[src/rtl/fx2_slave_fifo_ctrl.sv]
// FPGA-side master of the FX2 slave-FIFO bus: parses the 8-word command header,
// moves words between the FX2 FIFOs and the terminal bus, returns acks. Option: FX2_READ_CHECKSUM_EN.
module fx2_slave_fifo_ctrl #(
    parameter logic [1:0]  EP_OUT_ADDR = 2'd0,
    parameter logic [1:0]  EP_IN_ADDR  = 2'd2,
    parameter logic [7:0]  MAGIC       = 8'hC3,
    parameter logic [15:0] ACK_WORD    = 16'hAA55
) (
    input  logic        ifclk,
    input  logic        resetb,
    input  logic [15:0] fd_in,
    output logic [15:0] fd_out,
    output logic        fd_oe,
    input  logic        empty_b,
    input  logic        full_b,
    input  logic        cmd_b,
    output logic        slrd_b,
    output logic        slwr_b,
    output logic        sloe_b,
    output logic [1:0]  fifoaddr,
    output logic        pktend_b,
    output logic [15:0] di_term_addr,
    output logic [31:0] di_reg_addr,
    output logic [31:0] di_len,
    output logic        di_read_mode,
    output logic        di_write_mode,
    output logic        di_read_req,
    input  logic        di_read_rdy,
    input  logic        di_read_valid,
    input  logic [15:0] di_reg_datao,
    output logic        di_write,
    input  logic        di_write_rdy,
    output logic [15:0] di_reg_datai,
    output logic [3:0]  status
);

    typedef enum logic [3:0] {
        S_IDLE      = 4'd0,
        S_OE_SETUP  = 4'd1,
        S_HDR       = 4'd2,
        S_CMD_DEC   = 4'd3,
        S_RD_DATA   = 4'd4,
        S_WR_DATA   = 4'd5,
        S_ACK       = 4'd6,
        S_PKTEND    = 4'd7,
        S_WAIT_FLAG = 4'd8,
        S_ERR       = 4'd9
    } state_t;

    state_t      state_q;
    logic [2:0]  hdr_idx_q;
    logic [7:0]  magic_q;
    logic [7:0]  cmd_q;
    logic [15:0] w7_q;
    logic [15:0] term_q;
    logic [31:0] reg_q;
    logic [31:0] len_q;
    logic [31:0] words_q;
    logic [31:0] cnt_q;
    logic [31:0] req_cnt_q;
    logic [1:0]  out_q;
    logic [1:0]  bcnt_q;
    logic        wptr_q;
    logic        rptr_q;
    logic [15:0] buf_q [2];
    logic [1:0]  ack_idx_q;
    logic        is_rd_q;
    logic        fd_oe_q;
    logic        sloe_b_q;
    logic [1:0]  fifoaddr_q;
    logic        pktend_b_q;
    logic        rd_mode_q;
    logic        wr_mode_q;
    logic        di_write_q;
    logic [15:0] datai_q;

    logic [31:0] words_w;
    logic        hdr_rd, wr_rd, err_rd;
    logic        rd_issue, rd_push, rd_pop, ack_wr;
    logic [1:0]  ack_last;
    logic [15:0] ack_word;
    logic [15:0] csum_w;

    // (len + 1) >> 1 written so it cannot overflow at len = 32'hFFFFFFFF
    assign words_w = {1'b0, len_q[31:1]} + {31'd0, len_q[0]};

    // Strobes are registered intent qualified by the live FX2 flags, so a FIFO is
    // never touched in a cycle where its flag forbids it.
    assign hdr_rd = (state_q == S_HDR) && empty_b;
    assign wr_rd  = (state_q == S_WR_DATA) && empty_b && di_write_rdy && (cnt_q != words_q);
    assign err_rd = (state_q == S_ERR) && empty_b;

    // Terminal handshake: di_read_req is accepted in any cycle di_read_rdy is high;
    // each accepted request returns exactly one di_read_valid beat later.
    // out_q counts requests whose word has not yet left the skid buffer, which
    // bounds buffer occupancy to its two entries.
    assign rd_issue = (state_q == S_RD_DATA) && di_read_rdy && (req_cnt_q != words_q) && (out_q < 2'd2);
    assign rd_push  = (state_q == S_RD_DATA) && di_read_valid;
    assign rd_pop   = (state_q == S_RD_DATA) && (bcnt_q != 2'd0) && full_b;
    assign ack_wr   = (state_q == S_ACK) && full_b;
    assign ack_last = is_rd_q ? 2'd1 : 2'd3;

`ifdef FX2_READ_CHECKSUM_EN
    logic [15:0] csum_q;
    always_ff @(posedge ifclk or negedge resetb) begin
        if (!resetb) begin
            csum_q <= 16'h0000;
        end else if (state_q == S_CMD_DEC) begin
            csum_q <= 16'h0000;
        end else if (rd_pop) begin
            csum_q <= csum_q + buf_q[rptr_q];
        end
    end
    assign csum_w = csum_q;
`else
    assign csum_w = 16'h0000;
`endif

    always_comb begin
        ack_word = 16'h0000;
        if (is_rd_q) begin
            if (ack_idx_q == 2'd0) ack_word = csum_w;
        end else begin
            case (ack_idx_q)
                2'd0:    ack_word = ACK_WORD;
                2'd2:    ack_word = cnt_q[15:0];
                2'd3:    ack_word = cnt_q[31:16];
                default: ack_word = 16'h0000;
            endcase
        end
    end

    always_comb begin
        fd_out = 16'h0000;
        if (state_q == S_RD_DATA)  fd_out = buf_q[rptr_q];
        else if (state_q == S_ACK) fd_out = ack_word;
    end

    always_ff @(posedge ifclk or negedge resetb) begin
        if (!resetb) begin
            state_q    <= S_IDLE;
            hdr_idx_q  <= 3'd0;
            magic_q    <= 8'h00;
            cmd_q      <= 8'h00;
            w7_q       <= 16'h0000;
            term_q     <= 16'h0000;
            reg_q      <= 32'h0;
            len_q      <= 32'h0;
            words_q    <= 32'h0;
            cnt_q      <= 32'h0;
            req_cnt_q  <= 32'h0;
            out_q      <= 2'd0;
            bcnt_q     <= 2'd0;
            wptr_q     <= 1'b0;
            rptr_q     <= 1'b0;
            buf_q[0]   <= 16'h0000;
            buf_q[1]   <= 16'h0000;
            ack_idx_q  <= 2'd0;
            is_rd_q    <= 1'b0;
            fd_oe_q    <= 1'b0;
            sloe_b_q   <= 1'b1;
            fifoaddr_q <= EP_OUT_ADDR;
            pktend_b_q <= 1'b1;
            rd_mode_q  <= 1'b0;
            wr_mode_q  <= 1'b0;
            di_write_q <= 1'b0;
            datai_q    <= 16'h0000;
        end else begin
            di_write_q <= 1'b0;
            if (rd_issue) req_cnt_q <= req_cnt_q + 32'd1;
            if (rd_push) begin
                buf_q[wptr_q] <= di_reg_datao;
                wptr_q        <= ~wptr_q;
            end
            if (rd_pop) begin
                rptr_q <= ~rptr_q;
                cnt_q  <= cnt_q + 32'd1;
            end
            bcnt_q <= bcnt_q + {1'b0, rd_push} - {1'b0, rd_pop};
            out_q  <= out_q + {1'b0, rd_issue} - {1'b0, rd_pop};

            case (state_q)
                S_IDLE: begin
                    if (!cmd_b) begin
                        state_q    <= S_OE_SETUP;
                        fifoaddr_q <= EP_OUT_ADDR;
                        sloe_b_q   <= 1'b0;
                        hdr_idx_q  <= 3'd0;
                    end
                end
                S_OE_SETUP: state_q <= S_HDR;
                S_HDR: begin
                    if (hdr_rd) begin
                        case (hdr_idx_q)
                            3'd0: begin magic_q <= fd_in[15:8]; cmd_q <= fd_in[7:0]; end
                            3'd1: term_q        <= fd_in;
                            3'd2: reg_q[15:0]   <= fd_in;
                            3'd3: reg_q[31:16]  <= fd_in;
                            3'd4: len_q[15:0]   <= fd_in;
                            3'd5: len_q[31:16]  <= fd_in;
                            3'd7: w7_q          <= fd_in;
                            default: ;
                        endcase
                        hdr_idx_q <= hdr_idx_q + 3'd1;
                        if (hdr_idx_q == 3'd7) state_q <= S_CMD_DEC;
                    end
                end
                S_CMD_DEC: begin
                    words_q   <= words_w;
                    cnt_q     <= 32'h0;
                    req_cnt_q <= 32'h0;
                    out_q     <= 2'd0;
                    bcnt_q    <= 2'd0;
                    wptr_q    <= 1'b0;
                    rptr_q    <= 1'b0;
                    ack_idx_q <= 2'd0;
                    is_rd_q   <= (cmd_q == 8'd1);
                    if (magic_q != MAGIC || w7_q != ACK_WORD || (cmd_q != 8'd1 && cmd_q != 8'd2)) begin
                        state_q <= S_ERR;
                    end else if (words_w == 32'h0) begin
                        state_q    <= S_ACK;
                        sloe_b_q   <= 1'b1;
                        fifoaddr_q <= EP_IN_ADDR;
                        fd_oe_q    <= 1'b1;
                    end else if (cmd_q == 8'd1) begin
                        state_q    <= S_RD_DATA;
                        sloe_b_q   <= 1'b1;
                        fifoaddr_q <= EP_IN_ADDR;
                        fd_oe_q    <= 1'b1;
                        rd_mode_q  <= 1'b1;
                    end else begin
                        state_q   <= S_WR_DATA;
                        wr_mode_q <= 1'b1;
                    end
                end
                S_RD_DATA: begin
                    if (cnt_q == words_q) begin
                        state_q   <= S_ACK;
                        rd_mode_q <= 1'b0;
                    end
                end
                S_WR_DATA: begin
                    if (wr_rd) begin
                        di_write_q <= 1'b1;
                        datai_q    <= fd_in;
                        cnt_q      <= cnt_q + 32'd1;
                    end else if (cnt_q == words_q) begin
                        // reached only after the last di_write pulse has been issued
                        state_q    <= S_ACK;
                        wr_mode_q  <= 1'b0;
                        sloe_b_q   <= 1'b1;
                        fifoaddr_q <= EP_IN_ADDR;
                        fd_oe_q    <= 1'b1;
                    end
                end
                S_ACK: begin
                    if (ack_wr) begin
                        ack_idx_q <= ack_idx_q + 2'd1;
                        if (ack_idx_q == ack_last) begin
                            state_q    <= S_PKTEND;
                            pktend_b_q <= 1'b0;
                        end
                    end
                end
                S_PKTEND: begin
                    state_q    <= S_WAIT_FLAG;
                    pktend_b_q <= 1'b1;
                    fd_oe_q    <= 1'b0;
                    fifoaddr_q <= EP_OUT_ADDR;
                end
                S_WAIT_FLAG: if (cmd_b) state_q <= S_IDLE;
                S_ERR: begin
                    if (cmd_b) begin
                        state_q  <= S_IDLE;
                        sloe_b_q <= 1'b1;
                    end
                end
                default: state_q <= S_IDLE;
            endcase
        end
    end

    assign slrd_b        = ~(hdr_rd | wr_rd | err_rd);
    assign slwr_b        = ~(rd_pop | ack_wr);
    assign fd_oe         = fd_oe_q;
    assign sloe_b        = sloe_b_q;
    assign fifoaddr      = fifoaddr_q;
    assign pktend_b      = pktend_b_q;
    assign di_term_addr  = term_q;
    assign di_reg_addr   = reg_q;
    assign di_len        = len_q;
    assign di_read_mode  = rd_mode_q;
    assign di_write_mode = wr_mode_q;
    assign di_read_req   = rd_issue;
    assign di_write      = di_write_q;
    assign di_reg_datai  = datai_q;
    assign status        = state_q;

endmodule

[config.mk]
export PLATFORM = sky130hd
export DESIGN_NAME = fx2_slave_fifo_ctrl
export DESIGN_NICKNAME = d
export VERILOG_FILES = /design/src/rtl/fx2_slave_fifo_ctrl.sv
export SDC_FILE = /design/constraint.sdc
export NUM_CORES = 1
export LEC_CHECK = 0
export BUFFER_PORTS_ARGS = -buffer_cell sky130_fd_sc_hd__buf_4
export CAP_MARGIN = 30
export CORE_UTILIZATION = 48
export DETAILED_ROUTE_END_ITERATION = 6
export PLACE_DENSITY = 0.68
export SLEW_MARGIN = 20
export SYNTH_ARGS = -nofsm -noshare
export SYNTH_HDL_FRONTEND = slang
export SYNTH_SLANG_ARGS = --single-unit
[constraint.sdc]
create_clock -name ifclk -period 4.4 [get_ports ifclk]
set_clock_uncertainty 0.05 [all_clocks]
set_input_delay 0.22 -clock ifclk [delete_from_list [all_inputs] [get_ports ifclk]]
set_output_delay 0.22 -clock ifclk [all_outputs]
set_load 0.05 [all_outputs]
### After elaboration in Yosys (flattened, before gate mapping)

Index checks and enable logic that the tools add are counted.

* logic and storage cells: 211
* output and inout port bits: 127
* bits in registers: 280
* input port bits: 40

* eq/ne operators: 41
* add/sub/neg operators: 9
* reduce and logical (&&, ||, !) cells: 50
* $lt $le $gt $ge: 4
* bitwise gates (word level): 9
* multiplexer cells: 69

Operators by type and width (number)
* $mux W32: 4
* $mux W16: 7
* $add A32 B1 Y32 const B: 2
* $ne A32 B32 Y1: 2
* $pmux W32 S2: 1
* $pmux W16 S3: 1
* $mux W4: 9
* $pmux W4 S9: 1
* $add A31 B1 Y32: 1
* $bwmux W32: 1
* $eq A32 B32 Y1: 1
* $logic_not A32 Y1: 1
* $reduce_and A3 Y1: 9
* $mux W1: 23
* $mux W2: 11
* $ne A2 B2 Y1 const B: 9
* $reduce_bool A2 Y1: 9
* $demux W16 S1: 1
* $eq A4 B3 Y1 const B: 4
* $ne A16 B16 Y1 const B: 1
* $logic_and A1 B1 Y1: 14
* $reduce_and A7 Y1: 2
* $reduce_and A6 Y1: 2
* $ne A2 B1 Y1 const B: 5
* other kinds (39): 61

### Longest topological paths before layout

* depth in word-level cells: 7
* depth in mapped cells: 13
* gate-level depth less buffers: 10

### Worst setup path after synthesis

OpenSTA, ideal clock, no wires.

* path type: reg-to-reg
* from: register len_q[1], in the netlist di_len[1]
* to: register state_q[1], in the netlist status[1]
* required time: 4.286 ns
* slack: 0.859 ns
* cell stages (with the launch flop): 12
* library setup time: 0.064 ns
* arrival time: 3.426 ns
* clock period less this slack: 3.541 ns
* buffers on the path: 1
* cell sequence: dfrtp_1 -> ha_1 -> ha_1 -> nand4_4 -> or3_1 -> buf_6 -> o31ai_4 -> o2111ai_1 -> or4_4 -> or3_4 -> nor4b_2 -> o21a_1

* cells in the longest elaborated chain, start to end: 5

Ends and longest elaborated chain
* from (decl): RTL line 57 `logic [31:0] len_q;`
* from (signal assigned): RTL line 199 `3'd4: len_q[15:0] <= fd_in;`
* $add A31 B1 Y32: RTL line 85 `assign words_w = {1'b0, len_q[31:1]} + {31'd0, len_q[0]};`
* $logic_not A32 Y1: RTL line 220 `end else if (words_w == 32'h0) begin`
* $mux W2: RTL line 220
* $mux W4: RTL line 218 `if (magic_q != MAGIC || w7_q != ACK_WORD || (cmd_q != 8'd1 && cmd_q != 8'd2)) begin`
* $pmux W4 S9: RTL line 182 `case (state_q)`
* to (signal assigned): RTL line 185 `state_q <= S_OE_SETUP;`
* to (signal assigned): RTL line 219 `state_q <= S_ERR;`
* to (signal assigned): RTL line 221 `state_q <= S_ACK;`
* to (decl): RTL line 50 `state_t state_q;`

No other way between the ends.
A chain may end at the register's enable or synchronous reset.

### Final worst setup path

* from: register len_q[0], in the netlist di_len[0]
* to: register wr_mode_q, in the netlist di_write_mode

* cells in the longest elaborated chain, start to end: 4

Ends and longest elaborated chain
* $add A31 B1 Y32: RTL line 85
* $logic_not A32 Y1: RTL line 220
* $ne A2 B2 Y1 (no line)
* $reduce_and A6 Y1 (no line)
* to (signal assigned): RTL line 165 `wr_mode_q <= 1'b0;`
* to (signal assigned): RTL line 233 `wr_mode_q <= 1'b1;`
* to (signal assigned): RTL line 250 `wr_mode_q <= 1'b0;`
* to (decl): RTL line 73 `logic wr_mode_q;`

No other way between the ends.

==> flow_summary.toml <==
[sta]
timing.final.hold_violations = 0
final_min_period_over_clock_period = 0.796
post-route-min-period_ns = 3.50
finalSetupTns_ns = 0
finalMaxSlewViolations = 0
max_freq_mhz = 286
relSlewSlack = 0.391
setup_violations = 0
grt_setup_unrepaired = "no"
tightestPinTransition_ns = 0.912

[pwr]
power_frac_clock = 0.285
vdd.ir_drop.worst_mv = 0.526
cellPowerDensity_mw_per_mm2 = 525
seqPwrFrac = 0.384
combinationalPowerShare = 0.331
net-switching-power_w = 0.00337
power.internal_w = 0.00553
total_leakage_power_nw = 8.02
swShare = 0.378

[clocking]
clkLatencyLatePin_ns = 0.58
cts_max_path_buffers = 3
tritoncts = "done"
clock-sinks = 279
clk_transition_reported_paths_ns = 0.06
tritoncts.num_buffers = 30
htree_num_levels = 1
cts.root.buffer_cell = "sky130_fd_sc_hd__clkbuf_16"
post_cts_buffers = 0

[global_routing]
groute.usage.overall = 0.240
met3_usage = 0.0442
grt_util_met1 = 0.328
grt.overflow.total = 0
global_route.usage.met2 = 0.396
number_of_antenna_violations_at_the_first_check_in_global_routing = 0
grt_first_pass_wirelength_mm = 57.7
number_of_global_route_vias_before_repair = 10500
grt_most_used_layer = "met2"
largest_net_degree_at_the_start_of_global_routing = 108

[job]
cap_viol_max_count = 0

[place]
routabilityCongestion = 0.882
dp_hpwl_mm = 25.3
port-buffer-count = 165
detailed_place.area_mm2 = 0.0156

[die]
rows = 62
initial_core_util = 0.488
dieHeight_um = 173
boundaryPins = 167
core_area_mm2 = 0.0287
die_area_mm2 = 0.0299
die-width_um = 173

[logic_synthesis]
post_synthesis_sequential_area_ratio = 0.498
syn_nets = 1330
yosysWarningCount = 0
syn-instance-count = 1273
synth_enable_flop_cells = 0
syn_area_mm2 = 0.0140
synth_area_per_cell_um2 = 11.0
synth_cell_type_count = 68
synthArstFlopShare = 1.00
synth_top_flop_cell = "sky130_fd_sc_hd__dfrtp_1"
synth_seq_cells = 279

[setup_path]
critical_path_buf_inv_count = 0
timing.critical_path.mode_cell = "sky130_fd_sc_hd__ha_1"
critical_path.max_fanout = 9
critical_path_arrival_ns = 3.89
type_of_element_launching_the_critical_path = "flip-flop"
path_delay_family = "simple AND/OR/NAND/NOR gates"
timing.setup.critical_path_class = "reg -> reg"
crit_path_cell_chain = "ha_1 > ha_1 > nand4_4 > or3_1 > o21ai_0 > nand4_1 > or4_4 > or3_4 > o2111ai_1 > a21oi_1"
cp_slowest_stage_delay_ns = 0.58
slowest_library_cell_on_the_worst_path = "sky130_fd_sc_hd__or3_1"
crit_required_ns = 4.79
critPathCaptureType = "flip-flop"

[detailed_routing]
drt_pass1_iterations = 7
vias_per_cell = 5.64
drt_iter0_markers = 627
routed_wirelength_mm = 35.9
remaining_drc_errors = 0
drt.antenna.violating_nets = 0
avgRoutedWirePerCell_um = 19.3
vias = 10500

[worst_hold_path]
worst_hold_path_type = "in -> async"

[layout]
flow.area_growth_from_synthesis_pct = 20.9
finalNetCount = 1511
layout.cell_area.non_filler_mm2 = 0.0169
ratio_of_cells_with_drive_above_1_in_the_final_layout = 0.263
insertedDiodeCount = 0

[outcome]
run_status = "complete, no violations"
[power groups by stage]
stage / Clock (W) / Sequential [W] / Combinational (W)
2_1_floorplan: 0 / 0.00416 / 0.00124
3_3_place_gp: 0 / 0.00343 / 0.00290
3_5_place_dp: 0 / 0.00345 / 0.00293
4_1_cts: 0.00258 / 0.00341 / 0.00297
5_1_grt: 0.00269 / 0.00346 / 0.00315
6_report: 0.00254 / 0.00342 / 0.00295
[cells in the mapped netlist (5+ instances only)]
master	count	share of area
sky130_fd_sc_hd__nor2_1	95	0.025
sky130_fd_sc_hd__buf_4	5	0.0027
sky130_fd_sc_hd__or3_1	20	0.0089
sky130_fd_sc_hd__nand3_1	46	0.016
sky130_fd_sc_hd__or4_1	5	0.0027
sky130_fd_sc_hd__a21oi_1	20	0.0071
sky130_fd_sc_hd__o21ai_0	70	0.025
sky130_fd_sc_hd__inv_1	22	0.0059
sky130_fd_sc_hd__o2111ai_1	7	0.0044
sky130_fd_sc_hd__a22o_1	9	0.0056
sky130_fd_sc_hd__dfrtp_1	277	0.49
sky130_fd_sc_hd__buf_6	8	0.0064
sky130_fd_sc_hd__xor2_1	81	0.051
sky130_fd_sc_hd__xnor2_1	72	0.045
sky130_fd_sc_hd__a22oi_1	10	0.0054
sky130_fd_sc_hd__nor3_1	15	0.0054
sky130_fd_sc_hd__o31ai_1	6	0.0032
sky130_fd_sc_hd__mux2_1	18	0.014
sky130_fd_sc_hd__and4_1	13	0.0081
sky130_fd_sc_hd__o22ai_1	8	0.0036
sky130_fd_sc_hd__nor4_1	17	0.0076
sky130_fd_sc_hd__a31oi_1	7	0.0031
sky130_fd_sc_hd__nand2_1	95	0.025
sky130_fd_sc_hd__and3_1	18	0.0080
sky130_fd_sc_hd__a211oi_1	5	0.0027
sky130_fd_sc_hd__ha_1	17	0.015
sky130_fd_sc_hd__mux2_2	143	0.11
sky130_fd_sc_hd__clkbuf_1	52	0.014
sky130_fd_sc_hd__and2_1	5	0.0022
sky130_fd_sc_hd__nand4_1	28	0.012
sky130_fd_sc_hd__mux2i_1	21	0.015
[cell type report]
class	instances	area [µm²]
fillers	2452	11800
flip-flops and latches	279	6980
multi-input cells	904	6640
repair buffers	216	1750
clock buffers	45	887
well taps	384	480
clock inverters	7	113
inverters	23	86.3
[routing by layer]
metal	wire, µm	share of wire
met5	0	0
met4	958	0.027
met3	2100	0.058
met2	16900	0.47
met1	15900	0.44
[state kept, by name (all words and copies together), names as in the netlist, 2 cells and up]
register	flops
words_q	32
di_term_addr	16
bcnt_q	2
cnt_q	32
hdr_idx_q	3
di_reg_addr	32
buf_q	32
magic_q	8
di_len	32
req_cnt_q	32
ack_idx_q	2
cmd_q	8
out_q	2
status	4
w7_q	16
di_reg_datai	16
[worst reg2reg max path, stage by stage, from the launching register on]
cell	delay (ns)
sky130_fd_sc_hd__dfrtp_1	0.36
sky130_fd_sc_hd__ha_1	0.25
sky130_fd_sc_hd__ha_1	0.32
sky130_fd_sc_hd__nand4_4	0.13
sky130_fd_sc_hd__or3_1	0.58
sky130_fd_sc_hd__o21ai_0	0.29
sky130_fd_sc_hd__nand4_1	0.13
sky130_fd_sc_hd__or4_4	0.56
sky130_fd_sc_hd__or3_4	0.40
sky130_fd_sc_hd__o2111ai_1	0.19
sky130_fd_sc_hd__a21oi_1	0.09
[what timing repair did]
action,in CTS,in global routing
hold endpoints to repair,253,0
resized for setup,0,0
hold buffers,37,0
[per-stage QoR]
step	utilization	power, W	cells	setup slack [ns]	hold slack (ns)
6_report	0.590	0.00890	1858	0.900	0.228
5_1_grt	0.590	0.00930	1858	0.610	0.277
4_1_cts	0.590	0.00895	1857	0.904	0.247
3_5_place_dp	0.542	0.00638	1768	0.869	0.248
3_3_place_gp	0.542	0.00633	1768	1.01	0.250
2_1_floorplan	-	0.00541	1273	0.859	-0.126
[cells by family after synthesis]
group / Yosys count / share of synthesized area
buffers and inverters: 90 / 0.0298
AO/OA/AOI/OAI: 159 / 0.0706
multiplexers: 182 / 0.144
XOR/XNOR: 153 / 0.0956
AND/OR/NAND/NOR: 392 / 0.146
adder cells (fa/ha/maj): 17 / 0.0152
other: 1 / 0.000268
flip-flops: 279 / 0.498
[final timing paths]
path                            slack, ns          from            end  cells after the start
worst max-delay path                 0.90     di_len[0]  di_write_mode                     10
worst min-delay path                 0.23        resetb  req_cnt_q[12]                      2
worst max register to register       0.90     di_len[0]  di_write_mode                     10
worst min register to register       0.43      w7_q[13]       w7_q[13]                      1
max in group asynchronous            3.03        resetb   hdr_idx_q[0]                      3
min in group ifclk                   0.26  di_write_rdy       di_write                      4
[placed cells by master (no fill, tap or decap), types with 28 or more instances in the layout]
| master | count |
|---|---|
| sky130_fd_sc_hd__dfrtp_1 | 277 |
| sky130_fd_sc_hd__nand3_1 | 45 |
| sky130_fd_sc_hd__buf_4 | 176 |
| sky130_fd_sc_hd__xnor2_1 | 72 |
| sky130_fd_sc_hd__xor2_1 | 81 |
| sky130_fd_sc_hd__mux2_2 | 143 |
| sky130_fd_sc_hd__dlygate4sd3_1 | 37 |
| sky130_fd_sc_hd__nand4_1 | 28 |
| sky130_fd_sc_hd__o21ai_0 | 70 |
| sky130_fd_sc_hd__nor2_1 | 95 |
| sky130_fd_sc_hd__clkbuf_16 | 30 |
| sky130_fd_sc_hd__nand2_1 | 95 |
(Power assumes the default switching activity.)
